`config.mk`:
```
export PLATFORM = sky130hd
export DESIGN_NAME = isqrt_seq
export DESIGN_NICKNAME = d
export VERILOG_FILES = /design/src/rtl/isqrt_seq.sv
export SDC_FILE = /design/constraint.sdc
export NUM_CORES = 1
export LEC_CHECK = 0
export ABC_AREA = 1
export BUFFER_PORTS_ARGS = -buffer_cell sky130_fd_sc_hd__buf_2
export CAP_MARGIN = 20
export CORE_MARGIN = 3
export CORE_UTILIZATION = 40
export CTS_CLUSTER_DIAMETER = 60
export DETAILED_ROUTE_END_ITERATION = 8
export PLACE_DENSITY_LB_ADDON = 0.3
export SLEW_MARGIN = 10
export SYNTH_ARGS = -nofsm -noshare
export SYNTH_HDL_FRONTEND = slang
export SYNTH_SLANG_ARGS = --single-unit
```
`constraint.sdc`:
```
create_clock -name clk -period 7.63 [get_ports clk]
set_clock_uncertainty 0.15 [all_clocks]
set_input_delay 0.763 -clock clk [delete_from_list [all_inputs] [get_ports clk]]
set_output_delay 0.763 -clock clk [all_outputs]
set_load 0.02 [all_outputs]
```
`src/rtl/isqrt_seq.sv`:
```
// Sequential restoring integer square root: one root bit per clock.
// Returns floor(sqrt(radicand)) and radicand - root^2 after N+1 clocks.
`timescale 1ns/1ps
module isqrt_seq #(
    parameter int WIDTH = 32
) (
    input  logic               clk,
    input  logic               rst,
    input  logic               start,
    input  logic [WIDTH-1:0]   radicand,
    output logic               busy,
    output logic               done,
    output logic [WIDTH/2-1:0] root,
    output logic [WIDTH/2:0]   remainder,
    output logic [1:0]         dbg_state
);

    localparam int N  = WIDTH / 2;
    localparam int L  = N + 2;
    localparam int CW = (N > 1) ? $clog2(N) : 1;

    typedef enum logic [1:0] {
        IDLE = 2'd0,
        CALC = 2'd1,
        DONE = 2'd2
    } state_t;

    state_t state, state_nxt;

    logic [WIDTH-1:0] op;
    logic [L-1:0]     rem;
    logic [N-1:0]     root_p;
    logic [CW-1:0]    cnt;

    logic             accept;
    logic             last_iter;
    logic [L-1:0]     rem_sh;
    logic [L-1:0]     sub_b;
    logic [L-1:0]     gen;
    logic [L-1:0]     prop;
    logic [L-1:0]     gk;
    logic [L-1:0]     pk;
    logic [L-1:0]     carry;
    logic [L-1:0]     trial;
    logic             borrow;
    logic [L-1:0]     rem_nxt;
    logic [N-1:0]     root_nxt;

    assign accept    = start && ((state == IDLE) || (state == DONE));
    assign last_iter = (state == CALC) && (cnt == '0);

    // The remainder never exceeds 2*root, so the top bits dropped by the shift are always zero.
    assign rem_sh = L'({rem, op[WIDTH-1 -: 2]});
    assign sub_b  = {root_p, 2'b01};

    // Trial subtract as a + ~b + 1 through a Kogge-Stone prefix of generate/propagate cells.
    always_comb begin
        gen   = rem_sh & ~sub_b;
        prop  = rem_sh ^ ~sub_b;
        gk    = gen;
        pk    = prop;
        gk[0] = gen[0] | prop[0];
        for (int d = 1; d < L; d = d * 2) begin
            for (int i = L - 1; i >= d; i--) begin
                gk[i] = gk[i] | (pk[i] & gk[i-d]);
                pk[i] = pk[i] & pk[i-d];
            end
        end
        carry    = {gk[L-2:0], 1'b1};
        trial    = prop ^ carry;
        borrow   = ~gk[L-1];
        rem_nxt  = borrow ? rem_sh : trial;
        root_nxt = {root_p[N-2:0], ~borrow};
    end

    always_ff @(posedge clk or posedge rst) begin
        if (rst) begin
            state <= IDLE;
        end else begin
            state <= state_nxt;
        end
    end

    always_comb begin
        state_nxt = state;
        case (state)
            IDLE:    if (start) state_nxt = CALC;
            CALC:    if (cnt == '0) state_nxt = DONE;
            DONE:    state_nxt = start ? CALC : IDLE;
            default: state_nxt = IDLE;
        endcase
    end

    always_ff @(posedge clk or posedge rst) begin
        if (rst) begin
            op        <= '0;
            rem       <= '0;
            root_p    <= '0;
            cnt       <= '0;
            root      <= '0;
            remainder <= '0;
        end else if (accept) begin
            op     <= radicand;
            rem    <= '0;
            root_p <= '0;
            cnt    <= CW'(N - 1);
        end else if (state == CALC) begin
            op     <= op << 2;
            rem    <= rem_nxt;
            root_p <= root_nxt;
            cnt    <= cnt - CW'(1);
            if (last_iter) begin
                root      <= root_nxt;
                remainder <= rem_nxt[N:0];
            end
        end
    end

    assign busy      = (state == CALC);
    assign done      = (state == DONE);
    assign dbg_state = state;

endmodule

```
==> results of run 1 <==
-- Yosys cell counts --
cell / instances
o22ai_1: 17
clkinv_1: 1
a21oi_1: 15
nand2_2: 3
a22o_1: 2
buf_4: 1
buf_2: 13
nand3_1: 67
dfrtp_1: 103
nor2_1: 15
nor3_4: 1
buf_1: 1
o211ai_1: 4
nor2_2: 2
xor2_1: 7
nor2_4: 2
nand3b_1: 4
inv_1: 74
clkbuf_1: 10
a31oi_1: 2
nand2_4: 2
nand2_1: 294
nand3_2: 6
o21ai_0: 22
inv_2: 2
and2_1: 1
nand4_1: 3
nor3_1: 3
buf_8: 1
ha_1: 18
o21ai_2: 1
-- worst max-delay path, stage by stage (launching register included) --
cell	delay, ns
dfrtp_1	0.37
inv_1	0.08
nor2_4	0.07
buf_4	0.45
inv_2	0.28
nand2_1	0.72
inv_2	0.54
a22o_1	0.32
-- how the worst max path moves through the flow --
stage            startpoint     end  slack [ns]  cells after the start
6_report       dbg_state[0]   op[1]        4.50                      7
5_1_grt        dbg_state[1]   op[0]        4.22                      6
4_1_cts        dbg_state[0]   op[1]        4.51                      7
3_5_place_dp   dbg_state[0]   op[1]        4.52                      7
3_3_place_gp   dbg_state[1]   op[1]        4.61                      6
2_1_floorplan           rst  cnt[0]        4.01                      1
-- kinds of logic (layout without fill, tap and decap cells) --
group	after synthesis	in the layout	synth area share
AOI/OAI and AO/OA	63	63	0.0672
and+or+nand+nor	403	403	0.320
xor gates and xnor gates	7	7	0.0114
buffers and inverters	103	168	0.0780
adders and majority gates	18	18	0.0420
DFF	103	103	0.481
-- registers in the layout (all words and copies together) (netlist names) --
name       flops
op            32
remainder     17
rem           16
root          16
root_p        16
cnt            4
dbg_state      2
-- final cells by class --
cell class              instances  share of cell area
multi-input cells             491               0.384
repair buffers                 75              0.0626
flip-flops and latches        103               0.419
clock buffers                  11              0.0394
well taps                     172              0.0350
inverters                      77              0.0474
clock inverters                 5              0.0128
-- per-layer routing --
layer	track usage	vias to the layer above	wire [microns]
met5	0	-	0
met4	0.0588	0	245
met3	0.0395	20	511
met2	0.290	95	5790
met1	0.235	2117	5780
li1	-	2328	-
-- through the flow --
| step | hold WS (ns) | instances | utilization | cell area [sq um] |
|---|---|---|---|---|
| floorplan | 0.302 | 697 | - | 5360 |
| global placement | 0.308 | 918 | 0.453 | 5830 |
| detailed placement | 0.313 | 918 | 0.453 | 5830 |
| CTS | 0.240 | 934 | 0.478 | 6160 |
| global route | 0.262 | 934 | 0.478 | 6160 |
| finish | 0.240 | 934 | 0.478 | 6160 |
==> results.sh, run 1 <==
export IMPL_drv_slew=0
export IMPL_cts_resized=0
export IMPL_die_height_microns=122
export IMPL_rsz0062_at_grt="false"
export IMPL_diodes=0
export IMPL_port_buffers=71
export IMPL_ioPinCount=72
export IMPL_drtIter0Drc=344
export IMPL_seq_area_frac_synth=0.481
export IMPL_worst_pin_slew_ns=0.921
export IMPL_hold_path_class="in2async"
export IMPL_pre_cts_slack_ns=4.52
export IMPL_synth_top_cell_area_share=0.481
export IMPL_num_vias=4560
export IMPL_finalWorstSetupSlack_ns=4.50
export IMPL_post_dp_hpwl_microns=8650
export IMPL_slew_headroom=0.386
export IMPL_worst_path_max_fanout=52
export IMPL_final_cell_mix="294 x nand2_1, 103 x dfrtp_1, 73 x inv_1"
export IMPL_core_sq_um=12900
export IMPL_clk_latency_ns=0.35
export IMPL_layout_commonest_cell="nand2_1"
export IMPL_postSynthCellCount=697
export IMPL_dr_pass1_iters=4
export IMPL_grt_pass1_wl_microns=21300
export IMPL_wl_per_cell_microns=13.2
export IMPL_start_util=0.416
export IMPL_area_growth_pct=14.8
export IMPL_drtAntennaViolNets=0
export IMPL_clock_sinks=103
export IMPL_period_needed_ns=3.13
export IMPL_holdBufCountCts=0
export IMPL_cts_buffers=9
export IMPL_antenna_found_initial=0
export IMPL_layout_drive_gt1_share=0.144
export IMPL_seqCellArea_sq_um=2580
export IMPL_chipWidth_microns=122
export IMPL_synth_cell_types=31
export IMPL_post_route_drc_count=0
export IMPL_root_buffer="clkbuf_16"
export IMPL_path_class="reg2reg"
export IMPL_fillers=1271
export IMPL_outcome="finished, final reports clean"
export IMPL_grt_overflow=0
export IMPL_multi_input_area_sq_um=2360
export IMPL_die_area_sq_um=14800
export IMPL_syn_avg_cell_area_sq_um=7.69
export IMPL_cp_arrival_ns=3.22
export IMPL_synth_area_sq_um=5360
export IMPL_yosys_area_top_type="dfrtp_1"
export IMPL_fin_nets=810
export IMPL_worstSetupStartpointType="register"
export IMPL_grt_usage=0.178
export IMPL_synthesis_nets=750
export IMPL_cts_tree="yes"
export IMPL_hold_viol=0
export IMPL_clock_path_buffers=2
export IMPL_setup_tns_ns=0
export IMPL_wirelength_microns=12300
export IMPL_clock_fmax_ghz=0.319
export IMPL_cts_setup_buffers=0
export IMPL_yosys_warnings=0
export IMPL_r2r_start="dbg_state[0]"
export IMPL_crit_path_end_kind="register"
export IMPL_placementRows=41
export IMPL_place_gp_congestion=0.877
export IMPL_grt_max_degree=74
export IMPL_grt_pass1_vias=4531
export IMPL_crit_required_ns=7.72
export IMPL_synth_area_leaders="dfrtp_1 48%, nand2_1 21%, nand3_1 6.3%"
export IMPL_finalCritPeriodShare=0.410
export IMPL_worst_r2r_path_depth=7
export IMPL_maxCapViolCount=0
export IMPL_clk_pin_slew_ns=0.07
export IMPL_r2r_end="op[1]"
export IMPL_r2r_slack_ns=4.50
export IMPL_vias_per_cell=4.88
export IMPL_setup_viol_count_final=0
export IMPL_h_tree_depth=3
export IMPL_ys_seq_elements=103
Power of run 1 is not shown: default switching activity piles up to over one toggle a cycle in this logic, so the estimate is an artifact.
==> run 2, diff against run 1 <==
==> constraint.sdc (replaced) <==
create_clock -name clk -period 2.68 [get_ports clk]
set_clock_uncertainty 0.15 [all_clocks]
set_input_delay 0.268 -clock clk [delete_from_list [all_inputs] [get_ports clk]]
set_output_delay 0.268 -clock clk [all_outputs]
set_load 0.02 [all_outputs]
==> run 2 against run 1 <==
  * Worst hold slack got worse by 0.22 ns
  * Non-clock buffer count up 33
  * Die area did not move
  * Clock-buffer cell count stayed put
  * Final area up 5.0%
  * Critical path depth is 5 higher
  * Worst setup slack got worse by 4.1 ns
  * Largest cell class unchanged
  * Wire length rose by 6.2%
  * Sequential share of layout area down 2.0 points
==> results.sh, run 2 (synthesized netlist as in run 1, its figures left out) <==
export IMPL_grt_max_degree=104
export IMPL_whs_path_depth=3
export IMPL_worst_r2r_path_depth=12
export IMPL_chipWidth_microns=122
export IMPL_cts_resized=0
export IMPL_p_per_area_nw_per_um2=1500
export IMPL_clk_pin_slew_ns=0.07
export IMPL_worst_path_max_fanout=11
export IMPL_regMostFlops="op"
export IMPL_grt_pass1_vias=4562
export IMPL_worst_pin_slew_ns=0.769
export IMPL_seqCellArea_sq_um=2580
export IMPL_slew_headroom=0.487
export IMPL_cp_arrival_ns=2.46
export IMPL_layout_commonest_cell="nand2_1"
export IMPL_fin_util=0.502
export IMPL_grt_pass1_wl_microns=21900
export IMPL_power_leakage_nw=3.48
export IMPL_clk_latency_ns=0.35
export IMPL_fin_nets=843
export IMPL_clock_fmax_ghz=0.430
export IMPL_setup_viol_count_final=0
export IMPL_finalWorstSetupSlack_ns=0.354
export IMPL_rsz0062_at_grt="false"
export IMPL_clock_sinks=103
export IMPL_root_buffer="clkbuf_16"
export IMPL_diodes=0
export IMPL_clock_path_buffers=2
export IMPL_crit_required_ns=2.82
export IMPL_grt_overflow=0
export IMPL_fillers=1264
export IMPL_r2r_slack_ns=0.35
export IMPL_cts_buffers=9
export IMPL_maxCapViolCount=0
export IMPL_placementRows=41
export IMPL_setup_tns_ns=0
export IMPL_hold_path_class="in2reg"
export IMPL_post_dp_hpwl_microns=8890
export IMPL_r2r_start="root_p[11]"
export IMPL_r2r_end="rem[9]"
export IMPL_vias_per_cell=4.91
export IMPL_die_area_sq_um=14800
export IMPL_wl_per_cell_microns=13.5
export IMPL_totalPowerFinal_mw=9.70
export IMPL_core_sq_um=12900
export IMPL_ioPinCount=72
export IMPL_place_inst=923
export IMPL_multi_input_area_sq_um=2360
export IMPL_crit_start="root_p[11]"
export IMPL_h_tree_depth=3
export IMPL_cts_tree="yes"
export IMPL_drv_slew=0
export IMPL_fin_cells=967
export IMPL_antenna_found_initial=0
export IMPL_num_vias=4748
export IMPL_post_route_drc_count=0
export IMPL_drtIter0Drc=370
export IMPL_place_gp_congestion=0.888
export IMPL_path_class="reg2reg"
export IMPL_pre_cts_slack_ns=0.372
export IMPL_reg_largest_list="op: 32 flops, remainder: 17 flops"
export IMPL_port_buffers=71
export IMPL_finalCritPeriodShare=0.868
export IMPL_final_cell_mix="294 x nand2_1, 103 x dfrtp_1, 73 x inv_1"
export IMPL_period_needed_ns=2.33
export IMPL_grt_usage=0.185
export IMPL_layout_drive_gt1_share=0.143
export IMPL_start_util=0.416
export IMPL_dr_pass1_iters=5
export IMPL_largest_register_ffs=32
export IMPL_crit_path_end_kind="register"
export IMPL_crit_end="rem[9]"
export IMPL_drtAntennaViolNets=0
export IMPL_worstSetupStartpointType="register"
export IMPL_hold_viol=0
export IMPL_area_growth_pct=20.6
export IMPL_die_height_microns=122
export IMPL_wirelength_microns=13100
export IMPL_cts_setup_buffers=0
export IMPL_peakVddDrop_v=0.000630
export IMPL_outcome="finished, final reports clean"
-- run 2: cell types whose count changed in the layout (fill, tap and decap cells not counted) --
cell           before  now
clkbuf_1            1    2
dlygate4sd3_1       0   28
clkinv_4            0    1
inv_8               0    1
buf_12              0    1
inv_4               1    0
buf_4               4    8
clkbuf_8            1    0
bufinv_16           2    1
clkinv_2            2    0
clkinvlp_4          0    2
-- run 2: worst max-delay path: stages (launching register included) --
cell and delay, ns:
dfrtp_1 0.36, inv_1 0.10, ha_1 0.30, a21oi_1 0.25, nand2_1 0.11, nand2_1 0.07
nand2_1 0.07, nor2_4 0.23, buf_4 0.27, nand3_1 0.10, nand2_1 0.12, nand2_1 0.06
nand2_1 0.08
-- run 2: cell type report --
class,instances,share of cell area
repair buffers,108,0.111
clock buffers,11,0.0360
well taps,172,0.0333
inverters,77,0.0453
flip-flops and latches,103,0.399
multi-input cells,491,0.366
clock inverters,5,0.0103
-- run 2: stage by stage --
stage / area (sq um) / hold WS, ns
global route: 6460 / 0.0131
CTS: 6460 / 0.00114
floorplan: 5360 / 0.251
detailed placement: 5890 / 0.313
finish: 6460 / 0.0157
global placement: 5890 / 0.308
-- run 2: how the worst min path moves through the flow --
stage                            start           end  slack [ns]
after floorplan           radicand[10]        op[10]        0.25
after global placement             rst        op[20]        0.31
after detailed placement  remainder[6]  remainder[6]        0.31
after CTS                 radicand[31]        op[31]       0.001
after global routing       radicand[3]         op[3]        0.01
final                      radicand[3]         op[3]        0.02
-- run 2: routing by layer --
metal | wire length (microns) | track usage
met5 | 0 | 0
met1 | 5710 | 0.236
met2 | 6370 | 0.314
met3 | 763 | 0.0395
met4 | 236 | 0.0602
-- run 2: what timing repair did --
| item | 4_1_cts | 5_1_grt |
|---|---|---|
| hold buffers | 28 | 0 |
| endpoints found under the hold margin | 130 | 0 |
| setup endpoints to repair | 0 | 0 |
-- run 2: power by group --
group	leakage, nW	switching, mW	internal (mW)
Combinational	2.06	3.77	1.93
Sequential	1.28	0.391	2.29
Clock	0.142	0.590	0.737
(Power assumes the default switching activity.)
==> run 3, diff against run 2 <==
==> constraint.sdc (replaced) <==
create_clock -name clk -period 2.17 [get_ports clk]
set_clock_uncertainty 0.15 [all_clocks]
set_input_delay 0.217 -clock clk [delete_from_list [all_inputs] [get_ports clk]]
set_output_delay 0.217 -clock clk [all_outputs]
set_load 0.02 [all_outputs]
==> run 3 against run 2 <==
  * Sequential share of layout area fell by 3.1 points
  * Fmax rose by 11%
  * Register-to-register slack got worse by 0.29 ns
  * Clock-buffer cell count fell by 1
  * Via count rose by 3.5%
  * Largest cell class is now multi-input gates
==> results.sh, run 3 (synthesized netlist as in run 1, its figures left out) <==
export IMPL_outcome="finished, final reports clean"
export IMPL_drtIter0Drc=311
export IMPL_wirelength_microns=13900
export IMPL_grt_overflow=0
export IMPL_setup_tns_ns=0
export IMPL_maxCapViolCount=0
export IMPL_crit_top_cell="nand2_2"
export IMPL_drv_slew=0
export IMPL_fin_nets=880
export IMPL_grt_pass1_wl_microns=22800
export IMPL_place_gp_congestion=0.958
export IMPL_grt_pass1_vias=4835
export IMPL_num_vias=4912
export IMPL_drtAntennaViolNets=0
export IMPL_clk_latency_ns=0.35
export IMPL_area_growth_pct=31.0
export IMPL_worstSetupStartpointType="register"
export IMPL_cpPeakStageDelay_ns=0.37
export IMPL_regMostFlops="op"
export IMPL_cp_arrival_ns=2.19
export IMPL_placementRows=41
export IMPL_crit_end="rem[11]"
export IMPL_layout_commonest_cell="nand2_1"
export IMPL_crit_required_ns=2.26
export IMPL_crit_path_end_kind="register"
export IMPL_h_tree_depth=3
export IMPL_worst_r2r_path_depth=13
export IMPL_clock_fmax_ghz=0.475
export IMPL_die_height_microns=122
export IMPL_wl_per_cell_microns=13.9
export IMPL_layout_drive_gt1_share=0.233
export IMPL_start_util=0.416
export IMPL_antenna_found_initial=0
export IMPL_cp_slowest_cell="dfrtp_1"
export IMPL_period_needed_ns=2.10
export IMPL_cp_num_cells=13
export IMPL_r2r_end="rem[11]"
export IMPL_post_route_drc_count=0
export IMPL_hold_path_class="in2reg"
export IMPL_clock_path_buffers=2
export IMPL_slew_headroom=0.615
export IMPL_post_dp_hpwl_microns=9200
export IMPL_reg_largest_list="op: 32 flops, remainder: 17 flops"
export IMPL_grt_usage=0.192
export IMPL_grt_max_degree=104
export IMPL_clock_sinks=103
export IMPL_largest_register_ffs=32
export IMPL_r2r_slack_ns=0.07
export IMPL_root_buffer="clkbuf_16"
export IMPL_worst_pin_slew_ns=0.577
export IMPL_vias_per_cell=4.89
export IMPL_crit_start="root_p[9]"
export IMPL_cts_tree="yes"
export IMPL_core_sq_um=12900
export IMPL_cts_buffers=9
export IMPL_path_class="reg2reg"
export IMPL_diodes=0
export IMPL_worst_path_max_fanout=6
export IMPL_ioPinCount=72
export IMPL_clk_pin_slew_ns=0.07
export IMPL_finalWorstSetupSlack_ns=0.0654
export IMPL_r2r_start="root_p[9]"
export IMPL_fin_util=0.546
export IMPL_path_delay_family="simple AND/OR/NAND/NOR gates"
export IMPL_crit_chain="inv_2 -> ha_4 -> nand2_2 -> nand2_2 -> nand2_2 -> nand2_2 -> nand2_2 -> nand2_2 -> nor2_4 -> buf_4 -> nand3b_1 -> nand3_1 -> nand2_1"
export IMPL_worstHoldStart="radicand[29]"
export IMPL_cp_num_buf_inv=2
export IMPL_chipWidth_microns=122
export IMPL_dr_pass1_iters=6
export IMPL_port_buffers=71
export IMPL_die_area_sq_um=14800
export IMPL_setup_viol_count_final=0
export IMPL_finalCritPeriodShare=0.970
export IMPL_hold_viol=0
export IMPL_final_cell_mix="279 x nand2_1, 99 x dfrtp_1, 71 x buf_2"
export IMPL_pre_cts_slack_ns=-0.0784
[run 3: cell types whose count changed in the layout (fill, tap and decap cells not counted), moves of 4 or more]
cell / previous run / this run
buf_4: 8 / 33
nand2_1: 294 / 279
ha_1: 18 / 5
nand2_2: 3 / 16
ha_4: 0 / 12
inv_1: 73 / 64
inv_2: 2 / 11
buf_6: 0 / 7
dfrtp_1: 103 / 99
dfrtp_2: 0 / 4
[run 3: layer usage]
layer  vias up  GRT usage  share of wire
met2       112      0.329           0.50
li1       2473          -              -
met5         -          0              0
met3        16     0.0562          0.052
met1      2311      0.238           0.43
met4         0     0.0525          0.014
[run 3: cell type report]
class / instances / area, sq um
clock buffer: 10 / 229
clock inverter: 6 / 46.3
multi-input combinational: 492 / 2630
inverter: 77 / 293
fill: 1222 / 5850
tap: 172 / 215
sequential: 103 / 2580
timing repair buffer: 144 / 1030
[run 3: stage by stage]
stage          hold slack, ns  cell area [sq um]  std cells
2_1_floorplan           0.200               5360        697
3_3_place_gp            0.261               6060        945
3_5_place_dp            0.267               6060        945
4_1_cts               0.00414               6720        992
5_1_grt                0.0153               7020       1004
6_report               0.0185               7020       1004
[run 3: worst min-delay path by stage]
stage               depth (start not counted)  slack (ns)     end
floorplan                                   2        0.20  op[10]
global placement                            3        0.26  op[19]
detailed placement                          3        0.27  op[19]
CTS                                         3       0.004  op[29]
global route                                3        0.02  op[29]
finish                                      3        0.02  op[29]
[run 3: timing repair]
action / 4_1_cts / 5_1_grt
gates resized for setup: 7 / 55
cloned: 0 / 3
pin swaps: 1 / 13
hold buffers: 31 / 0
hold endpoints to repair: 133 / 0
endpoints found under the setup margin: 13 / 34
buffers inserted: 0 / 9
[run 3: worst register-to-register path: cells and delay by family, from the launching register on]
kind	cells	cell delay, ns
flip-flops	1	0.37
adder cells (fa/ha/maj)	1	0.23
buffers and inverters	2	0.31
AND/OR/NAND/NOR	10	0.94
Power of run 3 is left out for the same reason.
